<file path="config.mk">
export PLATFORM = sky130hd
export DESIGN_NAME = cpu_multicycle
export DESIGN_NICKNAME = d
export VERILOG_FILES = /design/src/rtl/cpu_pkg.sv /design/src/rtl/cpu_alu.sv /design/src/rtl/cpu_multicycle.sv
export SDC_FILE = /design/constraint.sdc
export NUM_CORES = 2
export LEC_CHECK = 0
export CORE_ASPECT_RATIO = 1.2
export CORE_MARGIN = 1.5
export CORE_UTILIZATION = 60
export CTS_BUF_LIST = sky130_fd_sc_hd__clkbuf_2 sky130_fd_sc_hd__clkbuf_4 sky130_fd_sc_hd__clkbuf_8
export DETAILED_ROUTE_END_ITERATION = 6
export PLACE_DENSITY = 0.77
export SETUP_SLACK_MARGIN = 0.5
export SKIP_CTS_REPAIR_TIMING = 1
export SLEW_MARGIN = 30
export SYNTH_ARGS = -nofsm -noshare
export SYNTH_HDL_FRONTEND = slang
export SYNTH_SLANG_ARGS = --single-unit
export TNS_END_PERCENT = 1
</file>
<file path="constraint.sdc">
create_clock -name clk -period 59.7 [get_ports clk]
set_input_delay 11.94 -clock clk [delete_from_list [all_inputs] [get_ports clk]]
set_output_delay 11.94 -clock clk [all_outputs]
set_load 0.03 [all_outputs]
</file>
<file path="src/rtl/cpu_pkg.sv">
// Shared definitions for the multi-cycle core: opcodes, ALU functs,
// FSM states and instruction field slicers.
package cpu_pkg;

  localparam logic [5:0] OP_RTYPE = 6'h00;
  localparam logic [5:0] OP_J     = 6'h02;
  localparam logic [5:0] OP_BEQ   = 6'h04;
  localparam logic [5:0] OP_LI    = 6'h0F;
  localparam logic [5:0] OP_LW    = 6'h23;
  localparam logic [5:0] OP_SW    = 6'h2B;
  localparam logic [5:0] OP_HALT  = 6'h3F;

  localparam logic [5:0] FN_SLL = 6'h00;
  localparam logic [5:0] FN_SRL = 6'h02;
  localparam logic [5:0] FN_ADD = 6'h20;
  localparam logic [5:0] FN_SUB = 6'h22;
  localparam logic [5:0] FN_AND = 6'h24;
  localparam logic [5:0] FN_OR  = 6'h25;
  localparam logic [5:0] FN_SLT = 6'h2A;

  typedef enum logic [2:0] {
    FETCH  = 3'd0,
    DECODE = 3'd1,
    EXEC   = 3'd2,
    MEM    = 3'd3,
    WB     = 3'd4,
    HALT   = 3'd5
  } state_t;

  function automatic logic [5:0] f_opcode(input logic [31:0] ir);
    return ir[31:26];
  endfunction

  function automatic logic [4:0] f_rs(input logic [31:0] ir);
    return ir[25:21];
  endfunction

  function automatic logic [4:0] f_rt(input logic [31:0] ir);
    return ir[20:16];
  endfunction

  function automatic logic [4:0] f_rd(input logic [31:0] ir);
    return ir[15:11];
  endfunction

  function automatic logic [4:0] f_shamt(input logic [31:0] ir);
    return ir[10:6];
  endfunction

  function automatic logic [5:0] f_funct(input logic [31:0] ir);
    return ir[5:0];
  endfunction

  function automatic logic [15:0] f_imm(input logic [31:0] ir);
    return ir[15:0];
  endfunction

endpackage

</file>
<file path="src/rtl/cpu_alu.sv">
// Combinational R-type ALU; flags any funct outside the supported set.
module cpu_alu
  import cpu_pkg::*;
#(
  parameter int DATA_W = 32
) (
  input  logic [DATA_W-1:0] a,
  input  logic [DATA_W-1:0] b,
  input  logic [4:0]        shamt,
  input  logic [5:0]        funct,
  output logic [DATA_W-1:0] result,
  output logic              illegal_funct
);

  // Result select by funct; unknown functs produce zero and raise the flag
  always_comb begin
    result        = '0;
    illegal_funct = 1'b0;
    case (funct)
      FN_ADD:  result = a + b;
      FN_SUB:  result = a - b;
      FN_AND:  result = a & b;
      FN_OR:   result = a | b;
      FN_SLT:  result = {{(DATA_W-1){1'b0}}, ($signed(a) < $signed(b))};
      FN_SLL:  result = b << shamt;
      FN_SRL:  result = b >> shamt;
      default: illegal_funct = 1'b1;
    endcase
  end

endmodule

</file>
<file path="src/rtl/cpu_multicycle.sv">
// Multi-cycle MIPS-style core sharing one req/ack memory port between
// instruction fetch and load/store. Register file and FSM live here.
module cpu_multicycle
  import cpu_pkg::*;
#(
  parameter int DATA_W = 32,
  parameter int ADDR_W = 12,
  parameter int NREGS  = 32
) (
  input  logic              clk,
  input  logic              rst,
  output logic              mem_req,
  output logic              mem_we,
  output logic [ADDR_W-1:0] mem_addr,
  output logic [DATA_W-1:0] mem_wdata,
  input  logic [DATA_W-1:0] mem_rdata,
  input  logic              mem_ack,
  output logic [ADDR_W-1:0] pc,
  output logic              halted,
  output logic              illegal,
  output logic [31:0]       instret
);

  localparam int RIDX_W = (NREGS > 1) ? $clog2(NREGS) : 1;

  state_t            state;
  logic [31:0]       ir;
  logic [DATA_W-1:0] a_r;
  logic [DATA_W-1:0] b_r;
  logic [DATA_W-1:0] res_r;
  logic              mem_req_r;
  logic [DATA_W-1:0] regs [NREGS];

  logic [5:0]        opcode;
  logic [4:0]        rs;
  logic [4:0]        rt;
  logic [4:0]        rd;
  logic [15:0]       imm;
  logic [RIDX_W-1:0] rs_idx;
  logic [RIDX_W-1:0] rt_idx;
  logic [RIDX_W-1:0] wr_idx;
  logic [DATA_W-1:0] rd_a;
  logic [DATA_W-1:0] rd_b;
  logic [DATA_W-1:0] imm_s;
  logic [DATA_W-1:0] imm_z;
  logic [DATA_W-1:0] ea_full;
  logic [ADDR_W-1:0] pc_next;
  logic [ADDR_W-1:0] br_pc;
  logic [DATA_W-1:0] alu_res;
  logic              alu_bad;

  assign opcode  = f_opcode(ir);
  assign rs      = f_rs(ir);
  assign rt      = f_rt(ir);
  assign rd      = f_rd(ir);
  assign imm     = f_imm(ir);
  assign rs_idx  = rs[RIDX_W-1:0];
  assign rt_idx  = rt[RIDX_W-1:0];
  assign imm_s   = {{(DATA_W-16){imm[15]}}, imm};
  assign imm_z   = {{(DATA_W-16){1'b0}}, imm};
  assign ea_full = a_r + imm_s;
  assign pc_next = pc + ADDR_W'(1);

  // The request flop sits at 1 through reset so FETCH asks for memory in
  // the very first cycle after release; gating with rst drops it at once.
  assign mem_req = mem_req_r & ~rst;

  cpu_alu #(.DATA_W(DATA_W)) u_alu (
    .a             (a_r),
    .b             (b_r),
    .shamt         (f_shamt(ir)),
    .funct         (f_funct(ir)),
    .result        (alu_res),
    .illegal_funct (alu_bad)
  );

  // Operand read with r0 hardwired to zero, write-back index and branch target
  always_comb begin
    rd_a   = (rs_idx == '0) ? '0 : regs[rs_idx];
    rd_b   = (rt_idx == '0) ? '0 : regs[rt_idx];
    wr_idx = (opcode == OP_RTYPE) ? rd[RIDX_W-1:0] : rt_idx;
    br_pc  = ((opcode == OP_J) || (a_r == b_r)) ? ir[ADDR_W-1:0] : pc_next;
  end

  // Control FSM, datapath registers, register file and memory-port outputs
  always_ff @(posedge clk or posedge rst) begin
    if (rst) begin
      state     <= FETCH;
      ir        <= 32'd0;
      a_r       <= '0;
      b_r       <= '0;
      res_r     <= '0;
      mem_req_r <= 1'b1;
      mem_we    <= 1'b0;
      mem_addr  <= '0;
      mem_wdata <= '0;
      pc        <= '0;
      halted    <= 1'b0;
      illegal   <= 1'b0;
      instret   <= 32'd0;
      for (int i = 0; i < NREGS; i++) regs[i] <= '0;
    end else begin
      case (state)
        FETCH: begin
          if (mem_ack) begin
            ir        <= mem_rdata[31:0];
            mem_req_r <= 1'b0;
            state     <= DECODE;
          end
        end
        DECODE: begin
          a_r   <= rd_a;
          b_r   <= rd_b;
          state <= EXEC;
        end
        EXEC: begin
          case (opcode)
            OP_RTYPE: begin
              if (alu_bad) begin
                halted  <= 1'b1;
                illegal <= 1'b1;
                state   <= HALT;
              end else begin
                res_r <= alu_res;
                state <= WB;
              end
            end
            OP_LI: begin
              res_r <= imm_z;
              state <= WB;
            end
            OP_LW, OP_SW: begin
              mem_addr  <= ea_full[ADDR_W-1:0];
              mem_we    <= (opcode == OP_SW);
              mem_wdata <= b_r;
              mem_req_r <= 1'b1;
              state     <= MEM;
            end
            OP_BEQ, OP_J: begin
              pc        <= br_pc;
              mem_addr  <= br_pc;
              mem_req_r <= 1'b1;
              instret   <= instret + 32'd1;
              state     <= FETCH;
            end
            OP_HALT: begin
              halted  <= 1'b1;
              instret <= instret + 32'd1;
              state   <= HALT;
            end
            default: begin
              halted  <= 1'b1;
              illegal <= 1'b1;
              state   <= HALT;
            end
          endcase
        end
        MEM: begin
          if (mem_ack) begin
            mem_we <= 1'b0;
            if (opcode == OP_SW) begin
              pc        <= pc_next;
              mem_addr  <= pc_next;
              instret   <= instret + 32'd1;
              state     <= FETCH;
            end else begin
              res_r     <= mem_rdata;
              mem_req_r <= 1'b0;
              state     <= WB;
            end
          end
        end
        WB: begin
          if (wr_idx != '0) regs[wr_idx] <= res_r;
          pc        <= pc_next;
          mem_addr  <= pc_next;
          mem_req_r <= 1'b1;
          instret   <= instret + 32'd1;
          state     <= FETCH;
        end
        HALT: begin
          mem_req_r <= 1'b0;
        end
        default: begin
          state <= HALT;
        end
      endcase
    end
  end

endmodule

</file>
== After elaboration in Yosys (flattened, before gate mapping) ==
Cells that the tools add are included.
Widths: inputs -> output; s select.

* Bits of input ports: 35
* Register bits after elaboration: 1247
* Logic and storage cells: 172

* Reductions and logical operators: 30
* $add $sub $neg: 5
* Muxes and demuxes: 45
* Order comparisons: 5
* Bitwise gates (word level): 10
* Eq/ne operators: 30
* Shift operators: 2

{| class="wikitable"
|+ Operators by type and width
! operator !! number
|-
| $bwmux 1024 || 1
|-
| $mux 32 || 13
|-
| $bmux 32 s5 || 2
|-
| $pmux 32 s7 || 1
|-
| $demux 32 s5 || 1
|-
| $pmux 32 s2 || 2
|-
| $pmux 32 s3 || 1
|-
| $pmux 12 s3 || 2
|-
| $eq 6x6->1 const B || 8
|-
| $mux 12 || 4
|-
| $add 32x1->32 const B || 1
|-
| $add 32x32->32 || 1
|-
| $and 32x32->32 || 1
|-
| $eq 32x32->1 || 1
|-
| $lt 32x32->1 || 1
|-
| $or 32x32->32 || 1
|-
| $shl 32x5->32 || 1
|-
| $shr 32x5->32 || 1
|-
| $sub 32x32->32 || 1
|-
| $pmux 12 s2 || 1
|-
| $ge 6x6->1 const B || 3
|-
| $ne 2x2->1 const B || 9
|-
| $not 5->6 || 3
|-
| $pmux 3 s6 || 1
|-
| other kinds (36) || 66
|}

== Longest topological paths before layout ==
* Depth after elaboration: 8
* Mapped depth: 13

== Modules after synthesis ==
From an unflattened synthesis, not the netlist that was laid out.

* Cells, all modules: 6134
* Area, all modules: 73794.5 µm²

{| class="wikitable"
|+ Modules (own cells, without submodules)
! module !! times used !! sequential area each (µm²) !! area each (µm²) !! cells an instance
|-
| cpu_multicycle || 1 || 31206.2 || 65824.4 || 4956
|-
| cpu_alu || 1 || 0.0 || 7970.1 || 1178
|}

== Least setup slack after synthesis ==
OpenSTA, ideal clock, no wires.

* Path type: input port to output port
* Start: in rst
* End: out mem_req
* Data required time: 47.760 ns
* Slack: 35.388 ns
* Cell stages on the path: 1
* Arrival time: 12.372 ns
* Path buffers: 0
* Cell sequence: nor2b_1

* Cells in the longest elaborated chain, start to end: 2

{| class="wikitable"
|+ RTL lines
! element !! RTL line !! text
|-
| start, declared || cpu_multicycle.sv:11 || <nowiki>input logic rst,</nowiki>
|-
| $not 1->1 || cpu_multicycle.sv:66 || <nowiki>assign mem_req = mem_req_r & ~rst;</nowiki>
|-
| $and 1x1->1 || cpu_multicycle.sv:66 ||
|-
| end, declared || cpu_multicycle.sv:12 || <nowiki>output logic mem_req,</nowiki>
|}

No other way between the ends.

== Worst setup path after layout ==
Same ends and word-level chain as after synthesis.

==> flow_metrics.tcl <==
set metrics [dict create \
    status "finished clean" \
    hold_violations 0 \
    setup_viol 0 \
    synthCells 5930 \
    grt_start_max_net_pins 197 \
    cp.buffers_inverters 2 \
    syn-mean-instance-area_um2 12.26 \
    leakagePower_nw 35.21 \
    synth_adder_area_share_pct 2.216 \
    max_cap_viol_count 0 \
    crit_path_start_kind "input port" \
    synth_compound_area_share_pct 9.993 \
    fin_area_um2 79260 \
    finClkSkew_ns 0.06418 \
    hpwl_um 143900 \
    yosys-top-cells-area "dfrtp_1, mux2_2, mux4_2, mux2i_1, a21oi_1" \
    fin_crit_sh_pct 42.23 \
    antenna_found_initial 13 \
    slew_headroom_pct 30.82 \
    fmax_ghz 0.03967 \
    gp_congestion 1.068 \
    portBuffers 126 \
    layout-drive-gt1-share_pct 35.13 \
    rsz0062_at_grt "false" \
    worst_pin_slew_ns 1.034 \
    synth_nets 6092 \
    cpLargestDelayFamily "buffers and inverters" \
    grt_util_all_layers_pct 38.50 \
    fillCellCount 8671 \
    synth_edf_count 0 \
    yosysMostFrequentCell "dfrtp_1" \
    io_pins 127 \
    slew_violations 0 \
    ys_types 97 \
    cp_max_fo 2 \
    yosysWarnings 0 \
    arrival_ns 13.27 \
    viasPerCell 7.207 \
    clkLatencyLatePin_ns 0.97 \
    grt_pass1_vias 54085 \
    critPathMaxStageDelay_ns 0.67 \
    synth_top_cell_by_area "dfrtp_1" \
    overflow 0 \
    htreeDepth 4 \
    crit_path_start "rst" \
    critPathMostFrequentCell "clkdlybuf4s50_1" \
    areaGrowthSynthToFinish_pct 9.000 \
    postRouteWirelength_um 237700 \
    drtAntennaViolNets 0 \
    crit_path_end_kind "primary output" \
    drtIter0Drc 6165 \
    core_area_um2 120000 \
    fin_crit_ns 25.21 \
    start_util_pct 60.60 \
    synthSimpleGateAreaFrac_pct 5.033 \
    dp.cells 7144 \
    cts_made_buffers 191 \
    synth_commonest_cells "dfrtp_1, mux2_2, mux4_2" \
    yosysSeqAreaShare_pct 42.91 \
    drc 0 \
    clkTransAtPathRegs_ns 0.06 \
    cts.root.buffer_cell "clkbuf_8" \
    async_flop_share_pct 100.0 \
    worstPathRequired_ns 47.76 \
    row_count 139 \
    critPathSlowestCell "clkdlybuf4s50_1" \
    synth_mux_area_share_pct 35.16 \
    path_class "input port to primary output" \
    irDropWorstVdd_mv 0.02719 \
    drt_pass1_iterations 6 \
    synth_flop_cell "dfrtp_1" \
    grt_pass1_wl_um 350700 \
    clockBufferDepth 3 \
    hold_path_class "register to register" \
    fin_tns_setup_ns 0 \
    nets 5952 \
    synth_xor_area_share_pct 0.7347 \
    synth_area_um2 72720 \
    wl_per_cell_um 31.68 \
    holdCritStartpoint "regs[1010]$_DFFE_PP0P_" \
    cts_tree "built" \
    path_cells "clkdlybuf4s50_1, nor2b_1, clkdlybuf4s50_1" \
    utilization_pct 66.05 \
    synth_seq_cells 1247 \
    placed_cell_area_um2 74800 \
    layout.cells.non_filler 7501 \
    die_h_um 384.4 \
    clock-sinks 1247 \
    die_area_um2 123300 \
    yosysTopAreaCellShare_pct 42.88 \
    power_density_nw_per_um2 22.21 \
    synth_top_family_by_area "multiplexers" \
    die_x_um 320.8 \
    reg2reg_from "ir[16]$_DFFE_PP0P_" \
    vias 54062 \
]
==> report_power, final <==
group / total, mW / switching [mW] / internal, mW
clock: 0.794 / 0.353 / 0.441
combinational: 0.109 / 0.0756 / 0.0338
sequential: 0.857 / 0.0107 / 0.847
==> stage by stage <==
stage	hold slack (ns)	power, mW	setup slack (ns)
after floorplan	0.4451	0.9421	12.62
after global placement	0.3813	0.9781	34.49
after detailed placement	0.3866	0.9790	34.48
after CTS	0.4022	1.765	34.48
after global routing	0.4129	1.809	34.39
final	0.4013	1.760	34.49
==> metal layers <==
layer  global-route usage [%]  up-vias  routed length, µm
met4                    23.45        6              15780
met2                    59.52     3208             108800
met1                    50.28    27773              89320
li1                         -    22229                  -
met3                    7.941      846              23670
met5                        0        -                 46
==> cell type report <==
class / count / area, µm² / area share, %
Antenna cell: 4 / 10.01 / 0.01263
Clock buffer: 308 / 3908 / 4.930
Clock inverter: 41 / 404.1 / 0.5099
Inverter: 109 / 416.7 / 0.5256
Multi-Input combinational cell: 3992 / 38870 / 49.04
Sequential cell: 1247 / 31290 / 39.47
Tap cell: 1551 / 1941 / 2.448
Timing Repair Buffer: 249 / 2427 / 3.062
==> kinds of logic (layout without fill, tap and decap cells) <==
logic type / count (synthesis) / after routing
and+or+nand+nor: 770 / 770
AOI/OAI and AO/OA: 1137 / 1137
muxes: 1897 / 1897
DFF: 1247 / 1247
xor gates and xnor gates: 61 / 61
buffers and inverters: 691 / 707
adders and majority gates: 127 / 127
other: 0 / 4
==> registers in the layout (all words and copies together), names as in the netlist <==
signal,flops
res_r,32
mem_req_r,1
illegal,1
halted,1
mem_wdata,32
mem_we,1
instret,32
regs,1024
mem_addr,12
pc,12
ir,32
a_r,32
b_r,32
state,3
==> layout by cell type (no fill, tap or decap), drive strengths merged, types with 99 or more instances in the layout <==
master	netlist	final
inv	108	114
clkdlybuf4s50	0	126
nor2	245	245
dfrtp	1246	1246
ha	124	124
o22ai	171	171
o21ai	215	215
o221ai	99	99
mux4	411	411
buf	201	123
mux2i	339	339
clkbuf	381	308
mux2	1147	1147
nand2	210	210
a21oi	359	359
==> final timing paths <==
| check | to | slack (ns) | depth (start not counted) |
|---|---|---|---|
| worst max register to register | b_r[10]$_DFFE_PP0P_ | 54.10 | 8 |
| min in group asynchronous | illegal$_DFFE_PP0P_ | 11.52 | 2 |
| worst min-delay path | regs[1010]$_DFFE_PP0P_ | 0.40 | 0 |
| worst min register to register | regs[1010]$_DFFE_PP0P_ | 0.40 | 0 |
| worst max-delay path | mem_req | 34.49 | 3 |
| max in group asynchronous | regs[543]$_DFFE_PP0P_ | 44.26 | 8 |
Note: power is estimated with default switching activity, not from simulation.
